--- src/rtl/result_drain_buffer.sv ---
// Result drain buffer: captures the N*N accumulator results streamed out of the
// systolic array and replays them to the host through a pop-style read port.
module result_drain_buffer #(
  parameter int N          = 8,
  parameter int DATA_WIDTH = 32
) (
  input  logic                       clk_i,
  input  logic                       rst_i,
  input  logic                       start_i,
  input  logic                       drain_valid_i,
  input  logic [DATA_WIDTH-1:0]      drain_data_i,
  input  logic                       read_enable_i,
  input  logic                       read_reset_i,
  output logic [DATA_WIDTH-1:0]      read_data_o,
  output logic                       read_valid_o,
  output logic                       capture_done_o,
  output logic                       buffer_empty_o,
  output logic                       buffer_full_o,
  output logic                       overflow_o,
  output logic [$clog2(N*N+1)-1:0]   count_o
);

  localparam int DEPTH = N * N;
  localparam int PW    = $clog2(DEPTH + 1);
  localparam int AW    = $clog2(DEPTH);
  localparam logic [PW-1:0] LAST = PW'(DEPTH - 1);
  localparam logic [PW-1:0] FULL = PW'(DEPTH);

  typedef enum logic [1:0] {
    IDLE    = 2'd0,
    CAPTURE = 2'd1,
    READY   = 2'd2
  } state_t;

  state_t                  state;
  state_t                  state_next;
  logic [PW-1:0]           wptr;
  logic [PW-1:0]           wptr_next;
  logic [PW-1:0]           rptr;
  logic [PW-1:0]           rptr_next;
  logic                    mem_we;
  logic [AW-1:0]           mem_waddr;
  logic                    rd_accept;
  logic                    rvalid_next;
  logic                    done_next;
  logic                    ovf_next;
  logic [DATA_WIDTH-1:0]   mem [DEPTH];

  // Next-state, pointer and flag decode; start_i overrides every state.
  always_comb begin
    state_next  = state;
    wptr_next   = wptr;
    rptr_next   = rptr;
    mem_we      = 1'b0;
    mem_waddr   = wptr[AW-1:0];
    rd_accept   = 1'b0;
    rvalid_next = 1'b0;
    done_next   = capture_done_o;
    ovf_next    = overflow_o;
    if (start_i) begin
      state_next = CAPTURE;
      rptr_next  = {PW{1'b0}};
      done_next  = 1'b0;
      ovf_next   = 1'b0;
      mem_waddr  = {AW{1'b0}};
      if (drain_valid_i) begin
        mem_we    = 1'b1;
        wptr_next = PW'(1);
      end else begin
        wptr_next = {PW{1'b0}};
      end
    end else begin
      case (state)
        IDLE: begin
          state_next = IDLE;
        end
        CAPTURE: begin
          if (drain_valid_i) begin
            mem_we    = 1'b1;
            wptr_next = wptr + PW'(1);
            if (wptr == LAST) begin
              state_next = READY;
              done_next  = 1'b1;
            end else begin
              state_next = CAPTURE;
            end
          end else begin
            state_next = CAPTURE;
          end
        end
        READY: begin
          // Late beats are dropped but remembered until the next start.
          if (drain_valid_i) begin
            ovf_next = 1'b1;
          end else begin
            ovf_next = overflow_o;
          end
          if (read_reset_i) begin
            rptr_next = {PW{1'b0}};
          end else if (read_enable_i && (rptr < FULL)) begin
            rd_accept   = 1'b1;
            rvalid_next = 1'b1;
            rptr_next   = rptr + PW'(1);
          end else begin
            rptr_next = rptr;
          end
        end
        default: begin
          state_next = IDLE;
        end
      endcase
    end
  end

  // Control registers and registered read port.
  always_ff @(posedge clk_i or posedge rst_i) begin
    if (rst_i) begin
      state          <= IDLE;
      wptr           <= {PW{1'b0}};
      rptr           <= {PW{1'b0}};
      read_data_o    <= {DATA_WIDTH{1'b0}};
      read_valid_o   <= 1'b0;
      capture_done_o <= 1'b0;
      overflow_o     <= 1'b0;
    end else begin
      state          <= state_next;
      wptr           <= wptr_next;
      rptr           <= rptr_next;
      read_valid_o   <= rvalid_next;
      capture_done_o <= done_next;
      overflow_o     <= ovf_next;
      if (rd_accept) begin
        read_data_o <= mem[rptr[AW-1:0]];
      end else begin
        read_data_o <= read_data_o;
      end
    end
  end

  // Result storage; contents intentionally survive reset.
  always_ff @(posedge clk_i) begin
    if (mem_we) begin
      mem[mem_waddr] <= drain_data_i;
    end
  end

  assign count_o        = wptr;
  assign buffer_full_o  = (wptr == FULL);
  assign buffer_empty_o = (rptr == wptr);

endmodule

--- config.mk ---
export PLATFORM = sky130hd
export DESIGN_NAME = result_drain_buffer
export DESIGN_NICKNAME = d
export VERILOG_FILES = /design/src/rtl/result_drain_buffer.sv
export SDC_FILE = /design/constraint.sdc
export NUM_CORES = 2
export LEC_CHECK = 0
export CAP_MARGIN = 20
export CORE_MARGIN = 1.5
export CORE_UTILIZATION = 30
export CTS_CLUSTER_SIZE = 8
export DETAILED_ROUTE_END_ITERATION = 7
export PLACE_DENSITY = 0.53
export SYNTH_ARGS = -nofsm -noshare
export SYNTH_HDL_FRONTEND = slang
export SYNTH_SLANG_ARGS = --single-unit
--- constraint.sdc ---
create_clock -name clk_i -period 3.3 [get_ports clk_i]
set_input_delay 0.495 -clock clk_i [delete_from_list [all_inputs] [get_ports clk_i]]
set_output_delay 0.495 -clock clk_i [all_outputs]
set_load 0.03 [all_outputs]
==> impl_metrics.tcl <==
set metrics [dict create \
    die_w_um 520.6 \
    numCtsBuffers 312 \
    yosysSeqAreaShare_pct 78.09 \
    setup_violations 0 \
    synth.most_common_cell "edfxtp_1" \
    clockBufferDepth 4 \
    drt_iter0_markers 4823 \
    ios 82 \
    startpoint_type "register" \
    hold_viol 0 \
    grt_max_degree 65 \
    finalMaxSlewViolations 0 \
    syn_avg_cell_area_um2 21.68 \
    netlist_instances 3707 \
    initial_utilization_pct 30.24 \
    synth-edff-count 2048 \
    hold_path_class "in -> reg" \
    ys_warn_count 0 \
    worstMarginPinSlew_ns 1.155 \
    synthTopCellsByArea "edfxtp_1, mux4_2, mux2i_1" \
    placed_cell_area_mm2 0.08882 \
    clock_latency_ns 0.93 \
    netlist_area_mm2 0.08038 \
    vias 41400 \
    grt_pass1_wl_um 331500 \
    skew_ns 0.08599 \
    fill_cells 24300 \
    p_seq_share_pct 50.4 \
    cts_tree "built" \
    rsz0062_at_grt "false" \
    clock_sinks 2099 \
    crit_fanout 8 \
    async_reset_ff_share_pct 2.430 \
    dp_hpwl_um 141600 \
    grtUsageTotal_pct 17.33 \
    fin_crit_sh_pct 99.16 \
    crit_arrival_ns 4.12 \
    fin_tns_setup_ns 0 \
    end_kind "register" \
    synthFlopType "edfxtp_1" \
    fmax_ghz 0.3056 \
    swShare_pct 19.64 \
    maxCapViolations 0 \
    power_density_mw_per_mm2 598.4 \
    row_count 189 \
    register_area_mm2 0.06280 \
    multiInputGateArea_mm2 0.01683 \
    final_core_util_pct 36.70 \
    fin_area_mm2 0.09754 \
    combPwrFrac_pct 1.6 \
    yosysUniqueCellTypes 62 \
    drc_errors 0 \
    grt_pass1_vias 41870 \
    drive_above_1_share_pct 28.53 \
    grt_overflow 0 \
    synth_top_area_share_pct 76.51 \
    cts_root_buffer "clkbuf_16" \
    clockPowerShare_pct 48.0 \
    power.leakage_nw 29.61 \
    yosys-top-cells-count "edfxtp_1, mux4_2, mux2i_1, a22oi_1, nor2_1" \
    cp_data_required_time_ns 4.15 \
    holdWs_ns 0.09291 \
    gp_congestion 0.7989 \
    slew_headroom_pct 22.98 \
    antenna_found_initial 20 \
    cts_htree_levels 5 \
    drt-pass1-iter-count 5 \
    fin_crit_ns 3.272 \
    vdd_drop_max_uv 527.1 \
    wl_um 237700 \
    status "complete, no violations" \
    area_growth_syn_to_layout_pct 21.35 \
    synth_nets 3748 \
    ant_nets 0 \
    routedWlPerCell_um 30.09 \
    core_area_mm2 0.2658 \
    viasPerCell 5.241 \
    die_y_um 520.6 \
    critPathKind "reg -> reg" \
    synth_seq_cells 2099 \
    clk_pin_slew_worst_paths_ns 0.06 \
    yosysTopAreaCell "edfxtp_1" \
    fin_nets 4303 \
    die_area_mm2 0.2711 \
    power.internal_mw 46.91 \
    p_switching_mw 11.46 \
    io_buffers 81 \
]
final cells by class:
| type | instances | area share, % |
|---|---|---|
| inverter | 11 | 0.04233 |
| timing repair buffer | 458 | 5.191 |
| sequential | 2099 | 64.38 |
| multi-input combinational | 1380 | 17.25 |
| clock buffer | 410 | 8.577 |
| tap | 3533 | 4.532 |
| clock inverter | 2 | 0.01283 |
| antenna | 7 | 0.01796 |
through the flow:
step	setup WS, ns	power (mW)	std cells
after floorplan	0.06401	30.06	3707
after global placement	-0.2096	30.79	7451
after detailed placement	-0.2496	30.84	7458
after CTS	0.01934	58.82	7886
after global routing	0.006633	59.95	7894
final	0.02772	58.37	7900
sequential cells by signal, indices dropped and copies added, names as in the netlist:
register	count
capture_done_o	1
read_data_o	32
read_valid_o	1
rptr	7
overflow_o	1
mem	2048
state	2
count_o	7
critical path, cell delays in order (launching register included):
cell,delay [ns]
dfrtp_4,0.44
buf_4,0.28
buf_4,0.21
nand3_2,0.28
buf_4,0.28
o22ai_1,0.32
a2111oi_4,0.13
buf_4,0.16
a211oi_1,0.79
o32a_1,0.27
final timing paths:
path | cells past startpoint | endpoint | start | slack, ns
worst max register to register | 9 | read_data_o[8] | rptr[2] | 0.03
worst max-delay path | 9 | read_data_o[8] | rptr[2] | 0.03
worst min-delay path | 1 | mem[16][22] | drain_data_i[22] | 0.09
worst min register to register | 2 | overflow_o | overflow_o | 0.54
min in group asynchronous | 2 | read_valid_o | rst_i | 0.12
max in group asynchronous | 3 | count_o[1] | rst_i | 2.37
timing repair:
item / CTS / global route
gates resized for setup: 4 / 5
setup endpoints to repair: 3 / 4
buffers inserted: 13 / 0
hold buffers: 3 / 3
hold endpoints to repair: 19 / 15
layout by cell type (no fill, tap or decap), types with 4 or more instances in the layout:
| master | Yosys | final |
|---|---|---|
| o221ai_1 | 19 | 19 |
| nand3_1 | 61 | 61 |
| nor2_4 | 1 | 66 |
| o21ai_0 | 34 | 34 |
| dfrtp_1 | 51 | 43 |
| nor2b_2 | 0 | 4 |
| o21ai_1 | 20 | 19 |
| o22ai_1 | 37 | 37 |
| clkbuf_1 | 78 | 89 |
| buf_12 | 1 | 122 |
| xor2_1 | 4 | 4 |
| buf_4 | 19 | 247 |
| edfxtp_1 | 2048 | 2048 |
| o2111ai_1 | 4 | 4 |
| dfrtp_2 | 0 | 4 |
| inv_1 | 9 | 7 |
| mux4_2 | 400 | 400 |
| and3_1 | 5 | 5 |
| diode_2 | 0 | 7 |
| xnor2_1 | 9 | 9 |
| nor3_1 | 4 | 4 |
| nand2_1 | 49 | 49 |
| nor2b_1 | 13 | 7 |
| dlygate4sd3_1 | 0 | 6 |
| a211oi_1 | 17 | 16 |
| buf_2 | 75 | 32 |
| a31oi_1 | 6 | 6 |
| mux2_2 | 7 | 7 |
| a221oi_1 | 29 | 28 |
| dfrtp_4 | 0 | 4 |
| a22oi_1 | 155 | 154 |
| a21oi_1 | 38 | 38 |
| a22o_1 | 29 | 29 |
| nor2_1 | 110 | 42 |
| clkdlybuf4s50_1 | 0 | 48 |
| clkbuf_16 | 0 | 321 |
| mux2i_1 | 242 | 242 |
| o32a_1 | 26 | 26 |
| a2111oi_2 | 13 | 12 |
| o211ai_1 | 4 | 4 |
power by group through the flow:
stage	logic (mW)	registers [mW]	clock network [mW]
after CTS	0.937	29.4	28.5
after global routing	1.00	29.4	29.6
after global placement	0.888	29.9	0
after floorplan	0.157	29.9	0
after detailed placement	0.934	29.9	0
final	0.950	29.4	28.0
logic make-up (layout without fill, tap and decap cells):
logic type,Yosys count,in the layout,share of synthesized area (%)
buf+inv,228,881,1.683
mux,650,650,14.33
other cells,0,7,0
fa+ha+maj,3,3,0.04670
compound gates,444,444,4.147
simple gates,270,270,1.555
xor+xnor,13,13,0.1416
flops,2099,2099,78.09
routing by layer:
metal  routed length [µm]  vias up  GRT usage, %
li1                     -    16780             -
met4                 4868        4         4.170
met2               112900     1628         27.60
met1               103600    22640         24.60
met5                   22        -             0
met3                16280      355         3.029
No activity file was read; power rests on OpenSTA's default activity.
==> variant (same flow settings) <==
Put one more register stage on the output `count_o`, with the module's reset. The value now appears one clock later. The other outputs are not delayed to match.
--- a/src/rtl/result_drain_buffer.sv
+++ b/src/rtl/result_drain_buffer.sv
@@ -144,7 +144,13 @@
     end
   end
 
-  assign count_o        = wptr;
+  always_ff @(posedge clk_i or posedge rst_i) begin
+    if (rst_i) begin
+      count_o <= '0;
+    end else begin
+      count_o <= wptr;
+    end
+  end
   assign buffer_full_o  = (wptr == FULL);
   assign buffer_empty_o = (rptr == wptr);
 
Check against the original RTL: not settled (the Yosys comparison gave no result); the edit may change what the design does.
==> variant against the unedited design <==
Sequential power about the same. Area after synthesis up 0.51%. Clock power about the same. Worst setup slack better by 0.096 ns. Register-to-register slack better by 0.12 ns. Cell area about the same. Power up 0.15%. Non-clock buffer count down 44. Wire length down 4.2%. Sequential cell count up 7. Final cell count up 1.3%. Largest power group unchanged. Highest routed layer unchanged.
==> variant: results (changes against the unedited design) <==
* Fill cells at 24,500 (+0.78%)
* Avg Synthesized Cell Area at 21.0 um2 (-3.1%)
* Placement Cell Area at 88,900 um2 (about the same)
* Post-cts repair resize count at 9 (+5)
* Met2 WL at 111,000 um (-2.0%)
* Crit path DAT at 2.68 ns (-1.44 ns)
* Global Route Usage Sum at 16.6% (-0.74 points)
* Final #Nets at 4,402 (+2.3%)
* CP delay by family, top: buffers and inverters
* Routed vias at 40,900 (-1.2%)
* Grt met3 use at 2.67% (-0.36 points)
* Vias in the first global route at 42,000 (+0.41%)
* Fraction of registers with async set/reset at 2.75% (+0.32 points)
* Routed wl met3 at 12,500 um (-23%)
* Design area at 97,500 um2 (about the same)
* Slowest cell on crit path: dfrtp_4
* Layout cells sized above 1 at 26.4% (-2.1 points)
* Worst ir drop on vdd at 382 uV (-27%)
* Vias per cell at 5.11 (-2.5%)
* Status: finished clean
* First-pass GRT wire length at 321,000 um (-3.0%)
* Met1 Usage GRT at 22.5% (-2.1 points)
* Ranking of synthesized cells by area: edfxtp_1 76%, mux4_2 10%, mux2i_1 4.1%
* Largest regs: mem (2048), read_data_o (32)
* Dpl hpwl at 136,000 um (-3.8%)
* Drt total wl at 228,000 um (-4.2%)
* Setup bufs post-CTS at 1 (-12)
* CP max FO at 21 (+13)
* Worst slew pin tran at 1.13 ns (-0.0234 ns)
* M1 wire length at 98,300 um (-5.1%)
* Post-synth cell types at 52 (-16%)
* Syn nets at 3,887 (+3.7%)
* RePlAce Congestion at 0.819 (+2.5%)
* Clk_lat worst skew at 0.91 ns (-0.02 ns)
* Leakage at 29.5 nW (-0.53%)
* Seq/Total Area, Yosys at 77.9% (-0.18 points)
* Placed insts at 7,590 (+1.8%)
* Seq group at 29.5 mW (about the same)
* Power density cells at 600 nW/um2 (+0.22%)
* Num CTS Buffers at 313 (+0.32%)
* Iteration-0 DRC Markers at 3,645 (-24%)
* GR Util met2 at 27.3% (-0.28 points)
* Commonest cells in the synthesized netlist: 2,048 x edfxtp_1, 375 x mux4_2, 327 x mux2i_1
* Switch Pwr at 11.4 mW (-0.23%)
* Root Buffer: clkbuf_16
* Worst Skew at 0.0509 ns (-0.0351 ns)
* Critical Path Max Stage Delay at 0.55 ns (-0.24 ns)
variant: changes by cell type after synthesis, sizes merged, moves of 21 or more:
cell / before / now
a22oi: 155 / 49
nand2: 49 / 84
mux4: 400 / 375
a22o: 29 / 7
mux2i: 242 / 327
nand4: 2 / 23
nand3: 62 / 33
a21oi: 38 / 97
nor2: 111 / 141
and2: 3 / 24
variant: path summary, 6_finish.rpt:
kind	startpoint	end	slack, ns	cells past startpoint
worst max-delay path	rptr[0]	buffer_empty_o	0.12	7
worst min-delay path	drain_data_i[9]	mem[38][9]	0.05	1
min in group asynchronous	rst_i	read_data_o[23]	0.43	3
worst max register to register	rptr[0]	read_data_o[23]	0.15	9
max in group asynchronous	rst_i	read_data_o[9]	2.18	4
worst min register to register	wptr[6]	count_o[6]	0.50	0
variant: cell type report:
type	instances	share of cell area, %
clock inverters	5	0.0488
repair buffers	414	4.55
clock buffers	399	8.56
flip-flops and latches	2106	64.6
multi-input cells	1518	17.6
inverters	8	0.0321
diodes	4	0.0103
well taps	3552	4.56
variant: through the flow:
| step | setup TNS, ns | setup WS (ns) |
|---|---|---|
| after detailed placement | 0 | 0.110 |
| final | 0 | 0.123 |
| after floorplan | -5.62 | -0.0265 |
| after global placement | 0 | 0.0512 |
| after global routing | -0.0171 | -0.0171 |
| after CTS | -0.0160 | -0.0160 |
variant: logic make-up (layout without fill, tap and decap cells):
group / count (synthesis) / in the layout / share of synthesized area [%]
flops: 2106 / 2106 / 77.9
mux: 726 / 726 / 14.8
compound gates: 419 / 419 / 3.59
simple gates: 355 / 355 / 2.00
buf+inv: 222 / 826 / 1.45
xor+xnor: 15 / 15 / 0.163
fa+ha+maj: 3 / 3 / 0.0465
other cells: 0 / 4 / 0
